$ cat src/rtl/rx_frame_loader.sv
// UART byte stream to image RAM loader: sync header, raster-order pixel writes, idle timeout.
// Define CHECKSUM_EN to require a trailing mod-256 sum byte after the last pixel.
module rx_frame_loader #(
    parameter int unsigned IMG_W       = 64,
    parameter int unsigned IMG_H       = 64,
    parameter int unsigned ADDR_W      = 12,
    parameter logic [7:0]  SYNC_BYTE   = 8'hAA,
    parameter int unsigned TIMEOUT_CYC = 4096
) (
    input  logic              clk,
    input  logic              rst,
    input  logic [7:0]        rx_data,
    input  logic              rx_valid,
    output logic              mem_we,
    output logic [ADDR_W-1:0] mem_addr,
    output logic [7:0]        mem_wdata,
    output logic              busy,
    output logic              frame_done,
    output logic              frame_err,
    output logic              rx_drop,
    input  logic              img_ack
);

    localparam int unsigned       NumPix  = IMG_W * IMG_H;
    localparam int unsigned       TmoW    = $clog2(TIMEOUT_CYC) + 1;
    localparam logic [ADDR_W-1:0] LastPix = ADDR_W'(NumPix - 1);
    localparam logic [TmoW-1:0]   TmoLast = TmoW'(TIMEOUT_CYC - 1);

    typedef enum logic [1:0] {
        StIdle,
        StLoad,
`ifdef CHECKSUM_EN
        StCheck,
`endif
        StDone
    } state_e;

    state_e            state;
    logic [ADDR_W-1:0] pix_cnt;
    logic [TmoW-1:0]   tmo_cnt;
    logic              timing;
    logic              tmo_expired;
`ifdef CHECKSUM_EN
    logic [7:0]        sum;
`endif

    // The idle counter only runs while a frame is still expecting bytes.
    always_comb begin
        timing = (state == StLoad);
`ifdef CHECKSUM_EN
        timing = timing || (state == StCheck);
`endif
        tmo_expired = timing && !rx_valid && (tmo_cnt == TmoLast);
    end

    always_ff @(posedge clk or negedge rst) begin
        if (!rst) begin
            state      <= StIdle;
            pix_cnt    <= '0;
            tmo_cnt    <= '0;
            mem_we     <= 1'b0;
            mem_addr   <= '0;
            mem_wdata  <= '0;
            busy       <= 1'b0;
            frame_done <= 1'b0;
            frame_err  <= 1'b0;
            rx_drop    <= 1'b0;
`ifdef CHECKSUM_EN
            sum        <= '0;
`endif
        end else begin
            mem_we     <= 1'b0;
            frame_done <= 1'b0;
            frame_err  <= 1'b0;
            rx_drop    <= 1'b0;
            if (tmo_expired) begin
                frame_err <= 1'b1;
                busy      <= 1'b0;
                pix_cnt   <= '0;
                tmo_cnt   <= '0;
                state     <= StIdle;
            end else begin
                case (state)
                    StIdle: begin
                        if (rx_valid && rx_data == SYNC_BYTE) begin
                            state   <= StLoad;
                            busy    <= 1'b1;
                            pix_cnt <= '0;
                            tmo_cnt <= '0;
`ifdef CHECKSUM_EN
                            sum     <= '0;
`endif
                        end
                    end
                    StLoad: begin
                        if (rx_valid) begin
                            tmo_cnt   <= '0;
                            mem_we    <= 1'b1;
                            mem_addr  <= pix_cnt;
                            mem_wdata <= rx_data;
                            pix_cnt   <= pix_cnt + 1'b1;
`ifdef CHECKSUM_EN
                            sum       <= sum + rx_data;
                            if (pix_cnt == LastPix) state <= StCheck;
`else
                            if (pix_cnt == LastPix) begin
                                frame_done <= 1'b1;
                                state      <= StDone;
                            end
`endif
                        end else begin
                            tmo_cnt <= tmo_cnt + 1'b1;
                        end
                    end
`ifdef CHECKSUM_EN
                    StCheck: begin
                        if (rx_valid) begin
                            tmo_cnt <= '0;
                            state   <= StDone;
                            // A bad sum still hands the frame over; only the pulse differs.
                            if (rx_data == sum) frame_done <= 1'b1;
                            else                frame_err  <= 1'b1;
                        end else begin
                            tmo_cnt <= tmo_cnt + 1'b1;
                        end
                    end
`endif
                    StDone: begin
                        if (rx_valid) rx_drop <= 1'b1;
                        if (img_ack) begin
                            state   <= StIdle;
                            busy    <= 1'b0;
                            pix_cnt <= '0;
                        end
                    end
                    default: state <= StIdle;
                endcase
            end
        end
    end

endmodule
$ cat config.mk
export PLATFORM = sky130hd
export DESIGN_NAME = rx_frame_loader
export DESIGN_NICKNAME = d
export VERILOG_FILES = /design/src/rtl/rx_frame_loader.sv
export SDC_FILE = /design/constraint.sdc
export NUM_CORES = 1
export LEC_CHECK = 0
export CAP_MARGIN = 25
export CORE_MARGIN = 5
export CORE_UTILIZATION = 45
export DETAILED_ROUTE_END_ITERATION = 8
export PLACE_DENSITY_LB_ADDON = 0.15
export SETUP_SLACK_MARGIN = 0.05
export SLEW_MARGIN = 20
export SYNTH_ARGS = -nofsm -noshare
export SYNTH_HDL_FRONTEND = slang
export SYNTH_SLANG_ARGS = --single-unit
$ cat constraint.sdc
create_clock -name clk -period 2.6 [get_ports clk]
set_input_delay 0.52 -clock clk [delete_from_list [all_inputs] [get_ports clk]]
set_output_delay 0.52 -clock clk [all_outputs]
set_load 0.03 [all_outputs]
==> metrics.cfg <==
[synth]
syn_area_sq_mm=0.002417
synth_enable_flop_cells=0
synth_flop_cell=dfrtp_1
yosys-top-cells-area=dfrtp_1 (54%), nand2_1 (13%), o21ai_1 (2.9%)
netlist_instances=269
ys_warn_count=0
ys_ff_latch=52
synth_area_per_cell_sq_um=8.986
synth_top_cell_area_share_pct=53.83
synth.distinct_cells=43
synth_most_common_cell=nand2_1
yosys.area.top_type=dfrtp_1
async_flop_share_pct=100.0
synth_nets=283
yosysSeqAreaShare_pct=53.83
synthTopCellsByCount=nand2_1 (81), dfrtp_1 (52), o21ai_1 (14)

[power_and_ir_drop]
p_int_mw=1.492
p_seq_share_pct=47.0
ir_drop_mv=0.3748
p_leak_nw=1.321
power_density_mw_per_mm2=794.7
power.switching_uw=869.8
swShare_pct=36.83
power_mw=2.362
clockPowerShare_pct=19.6
power_frac_comb_pct=33.5

[timing]
post-route-period-util_pct=83.34
fmax_ghz=0.4615
worstMarginPinSlew_ns=0.6706
fin_setup_tns_ns=0
clock_skew_ns=0.004952
slew_viol_final=0
grt_setup_unrepaired=false
relSlewSlack_pct=55.30
fin_ws_ns=0.4332
min_period_ns=2.167
setup_viol=0
timing.final.hold_violations=0

[placement]
portBuffers=36
hpwl_um=3756
dp_cells=372
preCtsSetupSlack_ns=0.1491
gp_congestion=0.8065

[clock_network]
clk_latency_ns=0.31
cts_buffers=5
cts_sinks=52
clockBufferDepth=2
htree_levels=2
clk_pin_slew_ns=0.09
hold_buffers=0
cts_tree=yes
postCtsResizedCells=0
post-cts-setup-buffers=0
cts_root_buf=clkbuf_8

[run_status]
outcome=finished clean

[setup_path]
crit_required_ns=2.79
endpoint_kind=flip-flop
worstPathArrival_ns=2.36
critical_path_class=reg -> reg
cp_max_fo=13
r2r.worst_path.cells=6
crit_path_start_kind=flip-flop

[finish]
postLayoutCoreUtil_pct=57.45
area_growth_pct=22.93
diodes=0
fin_nets=323
fin_cells=380
drive_above_1_share_pct=7.097

[worst_hold_path]
min_path_type=in -> async

[floorplanning]
die_y_um=83.29
pin_count=37
initial_core_util_pct=46.73
die-area_sq_mm=0.006937
fp-row-count=26
fp.dieW_um=83.29
core_area_sq_mm=0.005172

[routing]
drt_iter0_markers=133
drc=0
vias_per_cell=5.266
vias=2001
wl_per_cell_um=13.48
firstDrtPassIters=4
postRouteAntennaNets=0
routed_wirelength_um=5123

[global_routing]
grt_pass1_wl_um=9094
antenna_found_initial=0
grt_pass1_vias=1885
grt_max_degree=28
grt.total_usage_pct=15.66
grt_overflow=0

[job]
max_cap_violations=0

power groups by stage:
stage	clock, mW	combinational (mW)	sequential (mW)
global placement	0	0.789	1.12
global route	0.512	0.860	1.13
finish	0.462	0.790	1.11
detailed placement	0	0.802	1.13
floorplan	0	0.267	1.31
CTS	0.479	0.802	1.11
sequential cells by signal (all words and copies together) (netlist names), 2 cells and up:
signal,cells
tmo_cnt,13
mem_addr,12
pix_cnt,12
mem_wdata,8
state,2
path summary, 6_finish.rpt:
| kind | slack (ns) | from | to |
|---|---|---|---|
| hold reg to reg | 0.48 | mem_addr[10] | mem_addr[10] |
| setup / recovery | 0.43 | tmo_cnt[0] | pix_cnt[6] |
| hold / removal | 0.21 | rst | mem_wdata[0] |
| setup reg to reg | 0.43 | tmo_cnt[0] | pix_cnt[6] |
| max in group asynchronous | 1.84 | rst | pix_cnt[1] |
| min in group clk | 0.48 | mem_addr[10] | mem_addr[10] |
through the flow:
stage	instance area, sq um	hold WS (ns)
floorplan	2417	0.2244
global placement	2883	0.4566
detailed placement	2883	0.4630
CTS	2972	0.2291
global route	2972	0.2644
finish	2972	0.2121
logic make-up after synthesis:
kind of cell    Yosys count  share of synthesized area, %
simple gates            140                         26.97
compound gates           52                         13.41
buf+inv                  19                         3.157
fa+ha+maj                 2                         1.035
mux                       3                         1.242
xor+xnor                  1                        0.3624
flops                    52                         53.83
critical path: stages (launching register included):
cell and delay, ns:
dfrtp_1 0.41, ha_1 0.24, nand4_2 0.16, nor4_4 0.34
buf_4 0.21, o221ai_2 0.25, a221o_1 0.43
per-layer routing:
layer	part of all wire (%)	GRT usage [%]
met4	1.4	4.458
met2	44	24.27
met5	0	0
met3	5.3	3.762
met1	49	21.81
layout by cell type (no fill, tap or decap), drive strengths merged, types with 2 or more instances in the layout:
cell	synthesis	layout
clkdlybuf4s50	0	35
dfrtp	52	52
nand2b	4	4
nand4	5	5
or2	4	4
a31oi	2	2
nor4	2	2
a21oi	10	10
ha	2	2
buf	3	8
nor2	12	12
nand3	10	10
a21o	3	3
nor3	10	10
a221o	2	2
o31ai	2	2
o21a	2	2
nand2	81	81
inv	9	9
o22ai	2	2
mux2i	3	3
or3	4	4
a211oi	2	2
and2	4	4
clkbuf	7	6
o21ai	21	21
area by class of cell:
cell class	count	area [sq um]
well taps	70	87.58
repair buffers	43	420.4
inverters	9	33.78
clock inverters	2	16.27
clock buffers	6	72.57
multi-input cells	198	1040
flip-flops and latches	52	1301
fillers	465	2201
Power figures use the tool's default switching activity.
